$ cat config.mk
export PLATFORM = sky130hd
export DESIGN_NAME = sync_ram_clr
export DESIGN_NICKNAME = d
export VERILOG_FILES = /design/src/rtl/sync_ram_clr.sv
export SDC_FILE = /design/constraint.sdc
export NUM_CORES = 1
export LEC_CHECK = 0
export ABC_AREA = 1
export BUFFER_PORTS_ARGS = -buffer_cell sky130_fd_sc_hd__buf_4
export CAP_MARGIN = 5
export CORE_ASPECT_RATIO = 0.7
export CORE_MARGIN = 5
export CORE_UTILIZATION = 35
export CTS_BUF_LIST = sky130_fd_sc_hd__clkbuf_2 sky130_fd_sc_hd__clkbuf_4 sky130_fd_sc_hd__clkbuf_8
export CTS_CLUSTER_SIZE = 16
export DETAILED_ROUTE_END_ITERATION = 10
export GPL_TIMING_DRIVEN = 1
export HOLD_SLACK_MARGIN = 0.08
export SYNTH_ARGS = -nofsm -noshare
export SYNTH_HDL_FRONTEND = slang
export SYNTH_SLANG_ARGS = --single-unit
export TNS_END_PERCENT = 5
$ cat constraint.sdc
create_clock -name clk -period 2.3 [get_ports clk]
set_input_delay 0.23 -clock clk [delete_from_list [all_inputs] [get_ports clk]]
set_output_delay 0.23 -clock clk [all_outputs]
set_load 0.005 [all_outputs]
$ cat src/rtl/sync_ram_clr.sv
// Single-clock RAM with one write port, a registered read port and a clear engine
// that fills every word with CLEAR_VAL after reset or on request.
module sync_ram_clr #(
    parameter int unsigned       DATA_W    = 4,
    parameter int unsigned       ADDR_W    = 4,
    parameter logic [DATA_W-1:0] CLEAR_VAL = '0
) (
    input  logic              clk,
    input  logic              reset,
    input  logic              clear,
    input  logic              we,
    input  logic [ADDR_W-1:0] wr_addr,
    input  logic [DATA_W-1:0] data,
    input  logic              rd_en,
    input  logic [ADDR_W-1:0] rd_addr,
    output logic [DATA_W-1:0] q,
    output logic              q_valid,
    output logic              busy
);

    localparam int unsigned DEPTH = 2 ** ADDR_W;

    typedef enum logic [0:0] {
        StClear,
        StIdle
    } state_e;

    state_e            state_q, state_d;
    logic [ADDR_W-1:0] ptr_q, ptr_d;
    logic [DATA_W-1:0] q_q, q_d;
    logic              q_valid_q, q_valid_d;

    logic              mem_we;
    logic [ADDR_W-1:0] mem_waddr;
    logic [DATA_W-1:0] mem_wdata;
    logic [DATA_W-1:0] mem [DEPTH];

    logic ptr_last;
    logic bypass;

    assign ptr_last = (ptr_q == {ADDR_W{1'b1}});
    // Write-first: a read of the word being written this edge returns the new data.
    assign bypass   = we && (wr_addr == rd_addr);

    always_comb begin
        state_d   = state_q;
        ptr_d     = ptr_q;
        q_d       = q_q;
        q_valid_d = 1'b0;
        mem_we    = 1'b0;
        mem_waddr = wr_addr;
        mem_wdata = data;

        unique case (state_q)
            StClear: begin
                mem_we    = 1'b1;
                mem_waddr = ptr_q;
                mem_wdata = CLEAR_VAL;
                ptr_d     = ptr_q + 1'b1;
                if (ptr_last) begin
                    state_d = StIdle;
                end
            end
            StIdle: begin
                if (clear) begin
                    state_d = StClear;
                    ptr_d   = '0;
                end else begin
                    mem_we = we;
                    if (rd_en) begin
                        q_valid_d = 1'b1;
                        q_d       = bypass ? data : mem[rd_addr];
                    end
                end
            end
            default: begin
                state_d = StClear;
                ptr_d   = '0;
            end
        endcase
    end

    always_ff @(posedge clk) begin
        if (reset) begin
            state_q   <= StClear;
            ptr_q     <= '0;
            q_q       <= '0;
            q_valid_q <= 1'b0;
        end else begin
            state_q   <= state_d;
            ptr_q     <= ptr_d;
            q_q       <= q_d;
            q_valid_q <= q_valid_d;
        end
    end

    // Storage has no reset; the clear engine initialises it instead.
    always_ff @(posedge clk) begin
        if (mem_we && !reset) begin
            mem[mem_waddr] <= mem_wdata;
        end
    end

    assign q       = q_q;
    assign q_valid = q_valid_q;
    assign busy    = (state_q == StClear);

endmodule

=== After elaboration in Yosys (flattened, before gate mapping) ===
Memories as Yosys holds them, arrays and structs flattened. A register that Yosys moved wholly into a read port is not among the register bits.
Index checks and enable logic that the tools add are counted.

* Register bits after elaboration: 6
* RAM bits: 64
* Input bits: 17
* Memories: 1

{| class="wikitable"
|+ Memory list
! memory !! words !! bits a word !! rd ports !! clocked after Yosys merged registers in !! write ports !! RTL line !! source
|-
| mem || 16 || 4 || 1 || 1 || 1 || 36 || <nowiki>logic [DATA_W-1:0] mem [DEPTH];</nowiki>
|}

* Add/sub/neg operators: 1
* Eq/ne operators: 2
* Mux-type cells: 12
* Bitwise operators: 2
* Reduce and logical (&&, ||, !) cells: 4

{| class="wikitable"
|+ Operators with widths
! kind !! count
|-
| 4-bit 2-to-1 mux || 3
|-
| 4-bit case mux with 2 select lines || 1
|-
| 1-bit 2-to-1 mux || 6
|-
| 4-bit by 1-bit adder with 4-bit output, second input constant || 1
|-
| 4-bit equality test, second input constant || 1
|-
| 1-bit case mux with 2 select lines || 2
|-
| 3-bit AND reduction || 1
|-
| 3-bit OR reduction || 1
|-
| 2-bit != test, second input constant || 1
|-
| 1-bit inverter || 2
|-
| 1-bit logical AND || 1
|-
| 1-bit logical NOT || 1
|}

=== Longest topological paths before layout ===
* Word-level depth: 5
* Gate-level depth with buffers: 11
* Depth with buffers taken out: 9

=== Worst setup path before layout ===
No wires, ideal clock.

* Kind: flip-flop to flip-flop
* Start point: reg state_q
* End point: mem mem[4][0], enable pin
* Setup time: 0.329 ns
* Data arrival time: 1.149 ns
* Path slack: 0.822 ns
* Stages on the path, launching flop included: 8
* Buffers on the path: 1
* Cell sequence: dfxtp_1 > inv_2 > buf_6 > nand2_1 > nand2_2 > inv_1 > nand4_1 > nor2_1

* Cells in the longest elaborated chain, start to end: 5
* Elaborated cells on any way between the ends: 6
* Classes of those cells: mux (4); bitwise (1); reduce/logical (1)

{| class="wikitable"
|+ Ends and longest elaborated chain
! item !! RTL line !! source
|-
| start: declaration || 28 || <nowiki>state_e state_q, state_d;</nowiki>
|-
| start signal: assignment || 85 || <nowiki>state_q <= StClear;</nowiki>
|-
| start signal: assignment || 90 || <nowiki>state_q <= state_d;</nowiki>
|-
| 1-bit inverter || n/a ||
|-
| via busy || 18 || <nowiki>output logic busy</nowiki>
|-
| 1-bit case mux with 2 select lines || 54 || <nowiki>unique case (state_q)</nowiki>
|-
| 1-bit logical AND || 99 || <nowiki>if (mem_we && !reset) begin</nowiki>
|-
| 1-bit 2-to-1 mux || 99 ||
|-
| 1-bit 2-to-1 mux (implied by the code) || 100 || <nowiki>mem[mem_waddr] <= mem_wdata;</nowiki>
|-
| end: declaration || 36 ||
|}

The timed path passes the listed nets, and every way through them passes these cells.

=== Final worst setup path ===
* Start point: reg state_q
* End point: mem mem[12][3], enable pin

* Cells in the longest elaborated chain, start to end: 5
* Elaborated cells on any way between the ends: 6
* Classes of those cells: mux (4); bitwise (1); reduce/logical (1)

{| class="wikitable"
|+ Ends and longest elaborated chain
! item !! RTL line
|-
| 1-bit inverter || n/a
|-
| 1-bit case mux with 2 select lines || 54
|-
| 1-bit logical AND || 99
|-
| 1-bit 2-to-1 mux || 99
|-
| 1-bit 2-to-1 mux (implied by the code) || 100
|}

Several ways; a longest one is shown, not always the timed one.

==> metrics <==
Via-to-Cell Ratio=just under 5; post-synth top area share=between 50% and 60%; Crit Path Category=reg -> reg; Clock Power Share=37.6%; number of flops mapped to enable cells by yosys=64; status=finished, final reports clean; power density over the cells=about 680 nW/µm²; number of port buffers=22; post-route ant nets=0; gr usage total=roughly 14%; final RePlAce weighted congestion=between 0.8 and 0.9; Worst path slowest cell=dfxtp_1; Multi-input gate area=1040 µm²; fmax=about 0.52 GHz; # diodes=0; crit path max fanout=8; DR vias=about 2600; worst hold slack=~0.12 ns; Worst EP arrival=~1.9 ns; Final Skew=~0.010 ns; # resized after CTS=0; unique cell type count in the Yosys netlist=21; Top Ports=23; Area Growth Syn to Fin=12.8%; Final HPWL DP=around 5500 µm; core area=a little under 10000 µm²; postcts setup bufs=0; synth top area cells=edfxtp_1 55%, nand2_1 12%, nand3_1 9.0%; Synth Cell Area=~3500 µm²; slowest cell delay on critical path=a little under 0.5 ns; total grt overflow=0; Reg-to-Reg Start=state_q; total CTS buffers=9; CTS Hold Buffers Added=0; CTS tree=done; relative slew slack=a little under three fifths; switching share of total power=a little over a fifth; Final Critical Period=between 1.5 and 2 ns; DRC=0; sequential share of the synthesized area=around 61%; WP data required=2.30 ns; Slew @ Worst Pin=between 0.6 and 0.7 ns; syn_nets=~400; Synth warnings=0; Site Rows=30; wire per inst=14.8 µm; Mean Syn Cell Area=9.11 µm²; leakage=roughly 1.8 nW; Top FF cell, synth=edfxtp_1; Root Driver=clkbuf_8; Hold WC Path Type=in -> reg; post-route worst setup slack=approximately 0.4 ns; FF/Latch Area=roughly 2100 µm²; clock sink count=74; Starting DRT DRC Count=roughly 190; Starting Density=36.1%; DIE AREA=between 10000 and 15000 µm²; die width=~130 µm; first-pass GRT wire length=around 13000 µm; vias in the first global route=~2400; maximum number of pins on one net before global-route repair=35; worst slack, placed=~0.46 ns; combinational share of power=7.5%; Worst VDD drop=around 440 µV; FF+latch count, synth=74; Cells after Synth=between 300 and 400; Crit. End Element=register; drt first pass iters=4; final net count=roughly 420; clock buffer depth=2; critical path launch point type=register; Final Hold Violating Endpoints=0; min-delay src=reset; Post-synth ARST share=0%; initial antenna violation count=0; Filler Cells Inserted=between 900 and 1000; Setup crit start=state_q; critical path, cell by cell=buf_4 > nand2_1 > nand2_2 > nand3_1 > nor2_1; total of max-cap violations=0; total negative setup slack=0 ns; final setup fails=0; final slew viol count=0; post-synth top area cell=edfxtp_1; share of cells above drive strength 1=about 13%; Crit path buffers/inverters=1; total number of H-tree levels=3; CTS clk-pin slew, worst paths=approximately 0.070 ns; clock insertion delay at the later pin of the skew report=about 0.35 ns; die height=roughly 94 µm; sequential share of power=54.9%; WL final=7940 µm; Final period util=82.9%; RSZ-0062 raised after global routing=no; Pwr Total=0.00267 W; CP top delay family=simple AND/OR/NAND/NOR gates; P_sw=0.000584 W; Internal=about 0.0021 W
-- placed cells by master, fill, tap and decap left out --
cell,instances
a211oi_1,1
a21oi_1,9
buf_4,23
bufinv_16,1
clkbuf_4,3
clkbuf_8,10
clkinv_2,2
dfxtp_1,10
edfxtp_1,64
ha_1,1
inv_1,65
inv_2,4
nand2_1,114
nand2_2,5
nand3_1,63
nand3_2,1
nand4_1,7
nor2_1,20
nor2_2,1
nor2_4,3
nor3_1,1
o221a_2,1
xor2_2,1
-- power groups by stage --
stage	registers (W)	clock network (W)	logic [W]
after CTS	0.00147	0.00104	0.000198
final	0.00147	0.00100	0.000201
after detailed placement	0.00150	0	0.000198
after global placement	0.00150	0	0.000196
after global routing	0.00147	0.00110	0.000226
after floorplan	0.00149	0	0.000138
-- synth_stat cells, types with 3 or more instances --
master      n
nand2_1   114
inv_1      65
edfxtp_1   64
nand3_1    63
nor2_1     20
dfxtp_1    10
a21oi_1     9
buf_2       8
nand4_1     7
nand2_2     5
inv_2       4
buf_6       3
clkbuf_1    3
nor2_4      3
-- flip-flops by register name, summed over array words and instances, names as in the netlist --
name	count
mem	64
q	4
state_q	1
q_valid	1
ptr_q	4
-- worst register-to-register path, cell delays in order (launching register included) --
cell     delay, ns
dfxtp_1       0.49
buf_4         0.22
nand2_1       0.11
nand2_2       0.13
nand3_1       0.19
nor2_1        0.42
-- metrics by stage --
step                      instances  utilization, %  instance area, µm²
final                           538            40.7                3960
after global routing            538            40.7                3960
after CTS                       538            40.7                3960
after detailed placement        522            38.6                3750
after global placement          522            38.6                3750
after floorplan                 385               -                3510
-- final timing paths --
path | end | slack [ns] | depth (start not counted)
worst max-delay path | mem[12][3] | 0.39 | 5
worst min-delay path | ptr_q[1] | 0.12 | 2
worst max register to register | mem[12][3] | 0.39 | 5
worst min register to register | q[2] | 0.47 | 2
-- layer usage --
metal,vias up,track usage [%],share of wire [%]
met5,-,0,0
met4,0,3.98,0.93
met3,8,5.17,7.9
met2,87,19.0,42
met1,1211,20.8,49
li1,1279,-,-
-- area by class of cell --
| cell class | count | area share (%) |
|---|---|---|
| Timing Repair Buffer | 23 | 4.37 |
| Inverter | 69 | 6.55 |
| Multi-Input combinational cell | 228 | 26.3 |
| Clock inverter | 3 | 1.01 |
| Sequential cell | 74 | 53.7 |
| Tap cell | 128 | 4.05 |
| Clock buffer | 13 | 4.05 |
-- kinds of logic (layout without fill, tap and decap cells) --
group	Yosys count	count (layout)	share of synthesized area, %
buffers and inverters	83	108	9.81
AOI/OAI and AO/OA	11	11	1.82
DFF	74	74	60.5
adders and majority gates	1	1	0.357
and+or+nand+nor	215	215	27.0
xor gates and xnor gates	1	1	0.464
Note: power is estimated with default switching activity, not from simulation.
